<file path="config.mk">
export PLATFORM = sky130hd
export DESIGN_NAME = conv3x3_window_gen_flat
export DESIGN_NICKNAME = d
export VERILOG_FILES = /design/src/rtl/conv3x3_window_gen_if.sv /design/src/rtl/conv3x3_window_gen.sv /design/src/flat_wrapper.sv
export SDC_FILE = /design/constraint.sdc
export NUM_CORES = 1
export LEC_CHECK = 0
export CORE_MARGIN = 10
export CORE_UTILIZATION = 65
export DETAILED_ROUTE_END_ITERATION = 10
export HOLD_SLACK_MARGIN = 0.02
export PLACE_DENSITY = 0.84
export SYNTH_ARGS = -nofsm -noshare
export SYNTH_HDL_FRONTEND = slang
export SYNTH_SLANG_ARGS = --single-unit
</file>
<file path="constraint.sdc">
create_clock -name clk -period 9.5 [get_ports clk]
set_input_delay 2.375 -clock clk [delete_from_list [all_inputs] [get_ports clk]]
set_output_delay 2.375 -clock clk [all_outputs]
set_load 0.05 [all_outputs]
</file>
<file path="src/rtl/conv3x3_window_gen_if.sv">
// conv3x3_window_gen_if: FIFO read port and window output handshake of the
// 3x3 window generator, bundled as one interface.
//   fifo_rd_en   - FIFO read strobe (generator -> FIFO)
//   fifo_rd_data - FIFO read data, valid one cycle after fifo_rd_en
//   fifo_empty   - FIFO empty flag
//   win_data     - 3x3 window, slice k*DATA_WIDTH holds p[k/3][k%3]
//   win_valid    - win_data valid
//   win_ready    - consumer accepts the window
// master = window generator side, slave = FIFO/consumer side.
interface conv3x3_window_gen_if #(
  parameter int DATA_WIDTH = 16
);
  logic                    fifo_rd_en;
  logic [DATA_WIDTH-1:0]   fifo_rd_data;
  logic                    fifo_empty;
  logic [9*DATA_WIDTH-1:0] win_data;
  logic                    win_valid;
  logic                    win_ready;

  modport master (
    output fifo_rd_en, win_data, win_valid,
    input  fifo_rd_data, fifo_empty, win_ready
  );

  modport slave (
    input  fifo_rd_en, win_data, win_valid,
    output fifo_rd_data, fifo_empty, win_ready
  );
endinterface

</file>
<file path="src/rtl/conv3x3_window_gen.sv">
// conv3x3_window_gen: pops a raster-order frame from the line FIFO, keeps two
// row line buffers plus a 3x3 shift window and emits one window per valid
// (unpadded) output position over a valid/ready handshake.
//   clk, rst_n  - clock, asynchronous active-low reset
//   start       - begins a frame (honoured only when idle)
//   bus         - FIFO read port + window handshake (master side)
//   busy        - high whenever a frame is in progress
//   frame_done  - one-cycle pulse when the frame has fully drained
module conv3x3_window_gen #(
  parameter int DATA_WIDTH = 16,
  parameter int IMG_W      = 32,
  parameter int IMG_H      = 32
) (
  input  logic                clk,
  input  logic                rst_n,
  input  logic                start,
  conv3x3_window_gen_if.master bus,
  output logic                busy,
  output logic                frame_done
);
  localparam int NPIX = IMG_W * IMG_H;
  localparam int CW   = $clog2(IMG_W);
  localparam int RW   = $clog2(IMG_H);
  localparam int NW   = $clog2(NPIX + 1);
  localparam logic [CW-1:0] COL_LAST = CW'(IMG_W - 1);
  localparam logic [RW-1:0] ROW_LAST = RW'(IMG_H - 1);
  localparam logic [NW-1:0] NPIX_V   = NW'(NPIX);

  typedef enum logic [1:0] {S_IDLE, S_RUN, S_FLUSH, S_DONE} state_t;

  state_t                            state_q, state_d;
  logic [NW-1:0]                     rd_cnt_q, rd_cnt_d;
  logic [CW-1:0]                     col_q, col_d;
  logic [RW-1:0]                     row_q, row_d;
  logic [1:0]                        occ_q, occ_d;
  logic                              inflight_q, inflight_d;
  logic [1:0][DATA_WIDTH-1:0]        skid_q, skid_d;
  logic [2:0][2:0][DATA_WIDTH-1:0]   win_q, win_d;
  logic                              win_valid_q, win_valid_d;

  // Line buffers: lb0 holds the previous row, lb1 the row before that.
  // Not reset; the row counter keeps stale contents out of emitted windows.
  logic [DATA_WIDTH-1:0] lb0_mem [IMG_W];
  logic [DATA_WIDTH-1:0] lb1_mem [IMG_W];

  logic                  pop, rd_en, wr_idx;
  logic [2:0]            lvl;
  logic [DATA_WIDTH-1:0] pixel;

  always_comb begin
    state_d     = state_q;
    rd_cnt_d    = rd_cnt_q;
    col_d       = col_q;
    row_d       = row_q;
    skid_d      = skid_q;
    win_d       = win_q;
    win_valid_d = win_valid_q;
    pixel       = skid_q[0];

    pop = (state_q == S_RUN) && (occ_q != 2'd0) && (!win_valid_q || bus.win_ready);
    // Skid level once this cycle's pop and the returning read settle; a new
    // read is only issued if its data is guaranteed a slot.
    lvl   = {1'b0, occ_q} + {2'b0, inflight_q} - {2'b0, pop};
    rd_en = (state_q == S_RUN) && !bus.fifo_empty && (lvl < 3'd2) && (rd_cnt_q < NPIX_V);
    inflight_d = rd_en;
    if (rd_en) rd_cnt_d = rd_cnt_q + 1'b1;

    // Skid buffer: head at index 0; returning data lands after the survivors.
    occ_d  = occ_q + {1'b0, inflight_q} - {1'b0, pop};
    wr_idx = pop ? occ_q[1] : occ_q[0];
    if (pop) skid_d[0] = skid_q[1];
    if (inflight_q) skid_d[wr_idx] = bus.fifo_rd_data;

    if (bus.win_ready) win_valid_d = 1'b0;

    if (pop) begin
      for (int r = 0; r < 3; r++) begin
        win_d[r][0] = win_q[r][1];
        win_d[r][1] = win_q[r][2];
        // Row start: drop previous-row columns so no window spans two rows.
        if (col_q == '0) begin
          win_d[r][0] = '0;
          win_d[r][1] = '0;
        end
      end
      win_d[0][2] = lb1_mem[col_q];
      win_d[1][2] = lb0_mem[col_q];
      win_d[2][2] = pixel;
      if (row_q >= RW'(2) && col_q >= CW'(2)) win_valid_d = 1'b1;
      if (col_q == COL_LAST) begin
        col_d = '0;
        row_d = row_q + 1'b1;
      end else begin
        col_d = col_q + 1'b1;
      end
    end

    case (state_q)
      S_IDLE: if (start) begin
        state_d  = S_RUN;
        rd_cnt_d = '0;
        col_d    = '0;
        row_d    = '0;
      end
      S_RUN:   if (pop && row_q == ROW_LAST && col_q == COL_LAST) state_d = S_FLUSH;
      S_FLUSH: if (!win_valid_q || bus.win_ready) state_d = S_DONE;
      S_DONE:  state_d = S_IDLE;
      default: state_d = S_IDLE;
    endcase
  end

  always_ff @(posedge clk or negedge rst_n) begin
    if (!rst_n) begin
      state_q     <= S_IDLE;
      rd_cnt_q    <= '0;
      col_q       <= '0;
      row_q       <= '0;
      occ_q       <= '0;
      inflight_q  <= 1'b0;
      skid_q      <= '0;
      win_q       <= '0;
      win_valid_q <= 1'b0;
    end else begin
      state_q     <= state_d;
      rd_cnt_q    <= rd_cnt_d;
      col_q       <= col_d;
      row_q       <= row_d;
      occ_q       <= occ_d;
      inflight_q  <= inflight_d;
      skid_q      <= skid_d;
      win_q       <= win_d;
      win_valid_q <= win_valid_d;
    end
  end

  always_ff @(posedge clk) begin
    if (pop) begin
      lb0_mem[col_q] <= pixel;
      lb1_mem[col_q] <= lb0_mem[col_q];
    end
  end

  assign bus.fifo_rd_en = rd_en;
  assign bus.win_valid  = win_valid_q;
  assign bus.win_data   = win_q;
  assign busy           = (state_q != S_IDLE);
  assign frame_done     = (state_q == S_DONE);
endmodule

</file>
<file path="src/flat_wrapper.sv">
// flat-port wrapper written by rule: the top's interface ports become plain ports
module conv3x3_window_gen_flat 
#(
  parameter int DATA_WIDTH = 16,
  parameter int IMG_W      = 32,
  parameter int IMG_H      = 32
)
  (clk, rst_n, start, busy, frame_done, bus_fifo_rd_en, bus_win_data, bus_win_valid, bus_fifo_rd_data, bus_fifo_empty, bus_win_ready);
  conv3x3_window_gen_if #(.DATA_WIDTH(DATA_WIDTH)) bus_i ();
  input  logic clk;
  input  logic rst_n;
  input  logic start;
  output logic busy;
  output logic frame_done;
  output wire logic [$bits(bus_i.fifo_rd_en)-1:0] bus_fifo_rd_en;
  output wire logic [$bits(bus_i.win_data)-1:0] bus_win_data;
  output wire logic [$bits(bus_i.win_valid)-1:0] bus_win_valid;
  input wire logic [$bits(bus_i.fifo_rd_data)-1:0] bus_fifo_rd_data;
  input wire logic [$bits(bus_i.fifo_empty)-1:0] bus_fifo_empty;
  input wire logic [$bits(bus_i.win_ready)-1:0] bus_win_ready;
  assign bus_fifo_rd_en = bus_i.fifo_rd_en;
  assign bus_win_data = bus_i.win_data;
  assign bus_win_valid = bus_i.win_valid;
  assign bus_i.fifo_rd_data = bus_fifo_rd_data;
  assign bus_i.fifo_empty = bus_fifo_empty;
  assign bus_i.win_ready = bus_win_ready;
  conv3x3_window_gen #(.DATA_WIDTH(DATA_WIDTH), .IMG_W(IMG_W), .IMG_H(IMG_H)) u_core (.clk(clk), .rst_n(rst_n), .start(start), .bus(bus_i), .busy(busy), .frame_done(frame_done));
endmodule
</file>
; ---- After elaboration in Yosys (flattened, before gate mapping)
; Memories as Yosys holds them, arrays and structs flattened. A register that Yosys moved wholly into a read port is not among the register bits.
; Cells that the tools add are included.
; Widths: inputs -> output; s select.
[totals]
regBits = 187
mem_bits_rw = 1024
inputBits = 21
out_inout_bits = 148
wordCells = 87
mem_count = 2
[mem_list]
columns = name, depth, width, rd, rd_ports_with_merged_regs, wr, line_no
row1 = u_core.lb0_mem, 32, 16, 1, 0, 1, conv3x3_window_gen.sv:43  ; logic [DATA_WIDTH-1:0] lb0_mem [IMG_W];
row2 = u_core.lb1_mem, 32, 16, 1, 1, 1, conv3x3_window_gen.sv:44  ; logic [DATA_WIDTH-1:0] lb1_mem [IMG_W];
[classes]
add_sub_neg = 7
magnitude_cmp = 6
n_eq_ne = 8
n_mux = 29
n_reduce_logical = 18
[op_table]
columns = op, n
row1 = $mux 32, 3
row2 = $mux 16, 3
row3 = $mux 5, 8
row4 = $mux 11, 3
row5 = $bwmux 32, 1
row6 = $demux 16 s1, 1
row7 = $add 11x1->11 const B, 1
row8 = $lt 11x11->1 const B, 1
row9 = $add 5x1->5 const B, 2
row10 = $eq 5x5->1 const B, 2
row11 = $ge 5x2->1 const B, 2
row12 = $logic_and 1x1->1, 9
row13 = $pmux 2 s4, 1
row14 = $mux 1, 6
row15 = $mux 2, 3
row16 = $logic_not 5->1, 1
row17 = $eq 2x2->1 const B, 2
row18 = $ne 2x2->1 const B, 2
row19 = $reduce_bool 2->1, 2
row20 = $add 2x1->3, 1
row21 = $logic_not 1->1, 3
row22 = $lt 3x2->1 const B, 1
row23 = $reduce_and 3->1, 1
row24 = $sub 3x1->3, 1
row25 = other kinds (8), 8

; ---- Longest topological paths before layout
; Gate-level depths: netlist of the first run.
[logic_depth]
ltp_word = 10
depth_mapped = 15
ltp_nobuf = 13

; ---- Least setup slack after synthesis of the first run
; No wires, ideal clock.
[synth_timing]
kind = input-to-output
startpoint = input bus_win_ready
endpoint = output bus_fifo_rd_en
arrival_time_ns = 4.773
required_ns = 7.125
path_slack_ns = 2.352
path_stages = 10
path_buffers = 4
cell_sequence = nand2b_1 nand2b_2 buf_2 buf_2 buf_2 nor2_1 fa_1 and4bb_2 and2_1 clkbuf_1
[synth_between]
elab_chain_len = 6
[synth_lines]
columns = item, line_no
row1 = "start, declared", flat_wrapper.sv:20  ; input wire logic [$bits(bus_i.win_ready)-1:0] bus_win_ready;
row2 = $logic_or 1x1->1, conv3x3_window_gen.sv:60  ; pop = (state_q == S_RUN) && (occ_q != 2'd0) && (!win_valid_q || bus.win_ready);
row3 = $logic_and 1x1->1, conv3x3_window_gen.sv:60
row4 = $sub 3x1->3, conv3x3_window_gen.sv:63  ; lvl = {1'b0, occ_q} + {2'b0, inflight_q} - {2'b0, pop};
row5 = $lt 3x2->1, conv3x3_window_gen.sv:64  ; rd_en = (state_q == S_RUN) && !bus.fifo_empty && (lvl < 3'd2) && (rd_cnt_q < NPIX_V);
row6 = $logic_and 1x1->1 (2 in a row), conv3x3_window_gen.sv:64
row7 = "end, declared", flat_wrapper.sv:15  ; output wire logic [$bits(bus_i.fifo_rd_en)-1:0] bus_fifo_rd_en;
; No other way between the ends.

; ---- Worst setup path after layout of the first run
; Same ends and word-level chain as after synthesis.

==> results.ini, run 1 <==
[min_path]
hp-class = reg2reg
min_from = u_core.pixel[6]$_DFF_PN0_

[routing]
ant_nets = 0
drc = 0
drtPass1Iterations = 6
drt-vias-per-instance = 6.85
wirelength_um = 123000
wl_per_cell_um = 30.1
dr.first_iter.drc_count = 4290
num_vias = 28031

[setup_path]
critPathLaunchType = primary input
path_class = in2out
regToRegStartpoint = u_core.col_q[0]$_DFF_PN0_
critical_path_required_ps = 7130
worstPathArrival_ps = 5640
cp-startpoint = bus_win_ready
worst-path-max-fanout = 5
end_kind = output pin

[global_route]
grt_max_degree = 181
grt_pass1_vias = 28115
grt_usage_pct = 28.5
antenna_found_initial = 3
grt-ovfl-total = 0
grt_first_pass_wirelength_um = 182000

[pwr]
combPwrFrac_pct = 29.0
p_sw_mw = 6.01
powerDensity_nw_per_um2 = 319
pwr-share-clk_pct = 25.5
p_int_mw = 11.2
pwr-share-seq_pct = 45.4
total_power_mw = 17.2
p_leak_nw = 18.3
peakVddDrop_uv = 405
swShare_pct = 35.0

[synthesis]
ys_types = 68
synth_top_flop_cell = edfxtp_1
yosys_warnings = 0
synth_edf_count = 1024
ys_seq_area_share_pct = 75.2
syn_area_um2 = 47600
yosys-top-cells-area = edfxtp_1 65%, dfrtp_1 11%, mux2i_1 8.1%
yosysTopAreaCell = edfxtp_1
syn-num-nets = 2900
ys_seq_elements = 1227
synth_top_area_share_pct = 64.5
yosysMostFrequentCell = edfxtp_1
synth-async-reset-ratio_pct = 16.5
postSynthCellCount = 2863
ys_top_cells_by_count = 1024 x edfxtp_1, 387 x mux2i_1, 300 x nand2_1, 203 x dfrtp_1, 168 x o22ai_1
avgSynthCellArea_um2 = 16.6

[placement]
routabilityCongestion = 0.871
io_buffer_count = 168
dp_slack_ps = 1530
dpl.hpwl_um = 70100

[sta]
final-setup-viol-count = 0
hold_viol_final = 0
min_period_over_period_pct = 84.4
rsz0062_at_grt = false
post-route-min-period_ps = 8010
drv_slew = 0
slew_headroom_pct = 4.62
worst_pin_slew_ps = 1420
layout_setup_ws_ps = 1490
skew_ps = 29.3
fmax_mhz = 125
finalSetupTns_ps = 0

[clocking]
root_buffer = clkbuf_16
path_clk_slew_ps = 60
tritoncts = done
ctsResizeCount = 0
htreeDepth = 3
clock_latency_ps = 680
cts_sinks = 1227
numCtsBuffers = 112
cts_hold_buf = 0
post_cts_buffers = 0
cts_buffer_depth = 3

[final_layout]
nNetsFinal = 3077
drive_gt1_share_pct = 11.1
areaGrowthSynthToFinish_pct = 13.0
n_antenna_cell = 0

[outcome]
status = finished, final reports clean

[floorplanning]
coreArea_um2 = 72800
initial_utilization_pct = 65.4
rows = 99
die_area_um2 = 84500
ios = 169
fp.dieW_um = 291
die_h_um = 291

[job]
maxCapViolations = 0

==> cells in the final DEF (no fill, tap or decap), drive strengths merged, types with 10 or more instances in the layout <==
| cell type | synthesis | routed |
|---|---|---|
| a211oi | 13 | 13 |
| a21oi | 119 | 119 |
| a22oi | 16 | 16 |
| a31oi | 21 | 21 |
| and3 | 12 | 12 |
| buf | 116 | 60 |
| clkbuf | 48 | 160 |
| clkdlybuf4s50 | 0 | 167 |
| clkinv | 0 | 35 |
| dfrtp | 203 | 203 |
| edfxtp | 1024 | 1024 |
| ha | 15 | 15 |
| inv | 13 | 15 |
| mux2 | 32 | 32 |
| mux2i | 387 | 387 |
| mux4 | 55 | 55 |
| nand2 | 302 | 302 |
| nand3 | 20 | 20 |
| nor2 | 85 | 85 |
| nor2b | 21 | 21 |
| nor3 | 10 | 10 |
| nor4 | 40 | 40 |
| o21ai | 41 | 41 |
| o22ai | 168 | 168 |
| or4 | 10 | 10 |
==> per-layer routing <==
metal	part of all wire [%]	global-route usage [%]
met1	35	36.4
met2	49	46.5
met3	13	7.27
met4	4.1	11.5
met5	0.019	0
==> cell families after synthesis <==
kind of cell,Yosys count,synth area share (%)
flops,1227,75.2
simple gates,538,5.20
mux,474,11.5
compound gates,419,5.41
buf+inv,177,2.01
fa+ha+maj,16,0.436
xor+xnor,12,0.221
==> power groups by stage <==
stage | combinational (mW) | sequential, mW | clock (mW)
final | 4.99 | 7.81 | 4.39
after global routing | 5.25 | 7.86 | 4.61
after CTS | 4.95 | 7.78 | 4.40
after detailed placement | 4.88 | 7.89 | 0
after global placement | 4.71 | 7.84 | 0
after floorplan | 2.43 | 8.44 | 0
==> worst max-delay path: stages <==
cell	delay, ps
clkdlybuf4s50_1	420
nor2b_1	350
nor2_4	100
xnor2_1	190
ha_1	180
inv_1	50
fa_1	520
and4bb_2	250
and2_1	260
clkdlybuf4s50_1	920
==> path summary, 6_finish.rpt <==
check	end	slack (ps)	depth (start not counted)
worst min register to register	u_core.bus.win_data[134]$_DFFE_PN0P_	500	2
worst min-delay path	u_core.bus.win_data[134]$_DFFE_PN0P_	500	2
worst max-delay path	bus_fifo_rd_en	1490	10
max in group asynchronous	u_core.bus.win_data[42]$_DFFE_PN0P_	6440	2
worst max register to register	u_core.lb1_mem[10][9]$_DFFE_PP_	3890	6
min in group asynchronous	u_core.bus.win_data[106]$_DFFE_PN0P_	1760	1
==> final cells by class <==
| class | instances | area, µm² |
|---|---|---|
| sequential | 1227 | 35800 |
| fill | 3849 | 19000 |
| multi-input combinational | 1459 | 11000 |
| clock buffer | 160 | 3120 |
| timing repair buffer | 227 | 2150 |
| tap | 959 | 1200 |
| clock inverter | 46 | 439 |
| inverter | 13 | 48.8 |
==> flip-flops by register name, indices dropped and copies added (netlist names) <==
signal                flops
u_core.lb0_mem          512
u_core.lb1_mem          512
u_core.bus.win_data     144
u_core.pixel             16
u_core.skid_q            16
u_core.rd_cnt_q          11
u_core.col_q              5
u_core.row_q              5
u_core.occ_q              2
u_core.state_q            2
u_core.bus.win_valid      1
u_core.inflight_q         1
==> per-stage QoR <==
stage / util, % / instance area, µm² / hold WS [ps] / std cells
global route: 73.9 / 53800 / 521 / 4091
CTS: 73.9 / 53800 / 502 / 4091
global placement: 69.0 / 50300 / 484 / 3885
finish: 73.9 / 53800 / 501 / 4091
detailed placement: 69.0 / 50300 / 482 / 3885
floorplan: - / 47600 / 480 / 2863
Note: power is estimated with default switching activity, not from simulation.
==> run 2, diff against run 1 <==
--- a/config.mk
+++ b/config.mk
@@ -6,10 +6,10 @@
 export NUM_CORES = 1
 export LEC_CHECK = 0
 export CORE_MARGIN = 10
-export CORE_UTILIZATION = 65
+export CORE_UTILIZATION = 55
 export DETAILED_ROUTE_END_ITERATION = 10
 export HOLD_SLACK_MARGIN = 0.02
-export PLACE_DENSITY = 0.84
+export PLACE_DENSITY = 0.76
 export SYNTH_ARGS = -nofsm -noshare
 export SYNTH_HDL_FRONTEND = slang
 export SYNTH_SLANG_ARGS = --single-unit
==> constraint.sdc (replaced) <==
create_clock -name clk -period 6.6 [get_ports clk]
set_input_delay 1.65 -clock clk [delete_from_list [all_inputs] [get_ports clk]]
set_output_delay 1.65 -clock clk [all_outputs]
set_load 0.05 [all_outputs]
==> results.ini, run 2 (synthesized netlist as in run 1, its figures left out) <==
[placement]
dp.cells = 4090  ; +5.3%
dp_slack_ps = 875  ; -657 ps
dpl.hpwl_um = 73100  ; +4.3%
routabilityCongestion = 0.849  ; -2.5%
dpl_cell_area_um2 = 50700  ; +0.87%
io_buffer_count = 168  ; unchanged

[global_route]
grt_first_pass_wirelength_um = 175000  ; -3.6%
grt_pass1_vias = 26717  ; -5.0%
grt_usage_pct = 23.7  ; -4.8 points
antenna_found_initial = 1  ; -2
grt-ovfl-total = 0  ; unchanged
grt_max_degree = 139  ; -23%

[final_layout]
final-seq-area_um2 = 35800  ; unchanged
multi_input_area_um2 = 11000  ; about the same
n_antenna_cell = 0  ; unchanged
mostFrequentLayoutCells = 1024 x edfxtp_1, 387 x mux2i_1, 300 x nand2_1
nNetsFinal = 3101  ; +0.78%
fin_util_pct = 63.8  ; -10 points
finish.instance_area_um2 = 54600  ; +1.4%
final_common_cell = edfxtp_1
areaGrowthSynthToFinish_pct = 14.7
nFillCells = 5647  ; +47%
layoutNonFillerInstCount = 4306  ; +5.3%
drive_gt1_share_pct = 12.2  ; +1.1 points

[sta]
fin_worst_hold_slack_ps = 511  ; +9.93 ps
layout_setup_ws_ps = 862  ; -624 ps
rsz0062_at_grt = false
drv_slew = 0  ; unchanged
skew_ps = 27.3  ; -1.93 ps
finalSetupTns_ps = 0  ; unchanged
hold_viol_final = 0  ; unchanged
slew_headroom_pct = 15.3  ; +11 points
worst_pin_slew_ps = 1270  ; -150 ps
post-route-min-period_ps = 5740
fmax_mhz = 174
min_period_over_period_pct = 86.9
final-setup-viol-count = 0  ; unchanged

[clocking]
path_clk_slew_ps = 60  ; about the same
cts_hold_buf = 0  ; unchanged
post_cts_buffers = 0  ; unchanged
numCtsBuffers = 116  ; +3.6%
htreeDepth = 3  ; unchanged
tritoncts = done
clock_latency_ps = 690  ; about the same
cts_buffer_depth = 3  ; unchanged
cts_sinks = 1227  ; unchanged
ctsResizeCount = 0  ; unchanged
root_buffer = clkbuf_16

[pwr]
peakVddDrop_uv = 364  ; -10%
p_int_mw = 16.5  ; +47%
pwr-share-seq_pct = 44.4  ; -1.0 points
total_power_mw = 25.0  ; +46%
combPwrFrac_pct = 28.8  ; -0.2 points
p_sw_mw = 8.58  ; +43%
pwr-share-clk_pct = 26.8  ; +1.3 points
p_leak_nw = 18.5  ; +1.5%
powerDensity_nw_per_um2 = 459  ; +44%
swShare_pct = 34.2  ; -0.72 points

[routing]
dr.first_iter.drc_count = 3579  ; -17%
drc = 0  ; unchanged
num_vias = 27199  ; -3.0%
drt-vias-per-instance = 6.32  ; -7.8%
wirelength_um = 120000  ; -2.8%
ant_nets = 0  ; unchanged
drtPass1Iterations = 6  ; unchanged
wl_per_cell_um = 27.8  ; -7.7%

[setup_path]
critical_path_required_ps = 4950  ; -2180 ps
r2r_slack_ps = 1920  ; -1970 ps
path_class = in2out
end_kind = output pin
critPathLaunchType = primary input
worstPathArrival_ps = 4090  ; -1550 ps
cp_slowest_cell = fa_1
worst-path-max-fanout = 5  ; unchanged
crit_chain = clkdlybuf4s50_1, nor2b_1, nor2_4, xnor2_1, ha_1, inv_1, fa_1, and4bb_2, and2_1, buf_12
regToRegStartpoint = u_core.col_q[0]$_DFF_PN0_
reg2reg_depth = 6  ; unchanged
max_stage_delay_ps = 540  ; -380 ps
regToRegEndpoint = u_core.lb1_mem[27][11]$_DFFE_PP_

[min_path]
hold_end = u_core.skid_q[21]$_DFFE_PN0P_
min_from = u_core.skid_q[21]$_DFFE_PN0P_
whs_path_depth = 1  ; -1
hp-class = reg2reg

[floorplanning]
rows = 107  ; +8.1%
ios = 169  ; unchanged
fp.dieW_um = 314  ; +8.1%
initial_utilization_pct = 55.7  ; -9.7 points
die_area_um2 = 98800  ; +17%
coreArea_um2 = 85500  ; +17%
die_h_um = 314  ; +8.1%

[job]
maxCapViolations = 0  ; unchanged

[outcome]
status = finished, final reports clean

## run 2: cell count changes in the layout (fill, tap and decap cells not counted), sizes merged
| cell | change |
|---|---|
| clkdlybuf4s50 | -1 |
| bufinv | +4 |
| buf | +21 |
| clkinvlp | +6 |
## run 2: metal layers
layer,track usage (%),up-vias,routed length (µm)
met5,0,-,0
met4,7.34,0,3320
met1,32.4,13904,46700
met2,38.5,1553,57800
met3,4.43,222,12000
li1,-,11520,-
## run 2: power by group through the flow
stage	registers [mW]	clock network [mW]	logic (mW)
2_1_floorplan	12.2	0	3.49
3_3_place_gp	11.2	0	6.97
3_5_place_dp	11.3	0	7.19
4_1_cts	11.1	6.74	7.22
5_1_grt	11.2	7.05	7.64
6_report	11.1	6.71	7.21
## run 2: worst max path at each step
| stage | from | slack (ps) | to |
|---|---|---|---|
| after floorplan | bus_win_ready | 900 | bus_fifo_rd_en |
| after detailed placement | bus_win_ready | 870 | bus_fifo_rd_en |
| final | bus_win_ready | 860 | bus_fifo_rd_en |
| after global placement | bus_win_ready | 860 | bus_fifo_rd_en |
| after global routing | bus_win_ready | 730 | bus_fifo_rd_en |
| after CTS | bus_win_ready | 880 | bus_fifo_rd_en |
## run 2: layout make-up
type                            instances  area share, %
Clock buffer                          160           6.03
Clock inverter                         56           1.09
Inverter                               13         0.0893
Multi-Input combinational cell       1459           20.2
Sequential cell                      1227           65.6
Tap cell                             1144           2.62
Timing Repair Buffer                  247           4.33
## run 2: worst max-delay path, delay by kind of cell
family        cells  cell delay (ps)
simple gates      4              920
buf+inv           3              640
xor+xnor          1              160
fa+ha+maj         2              710
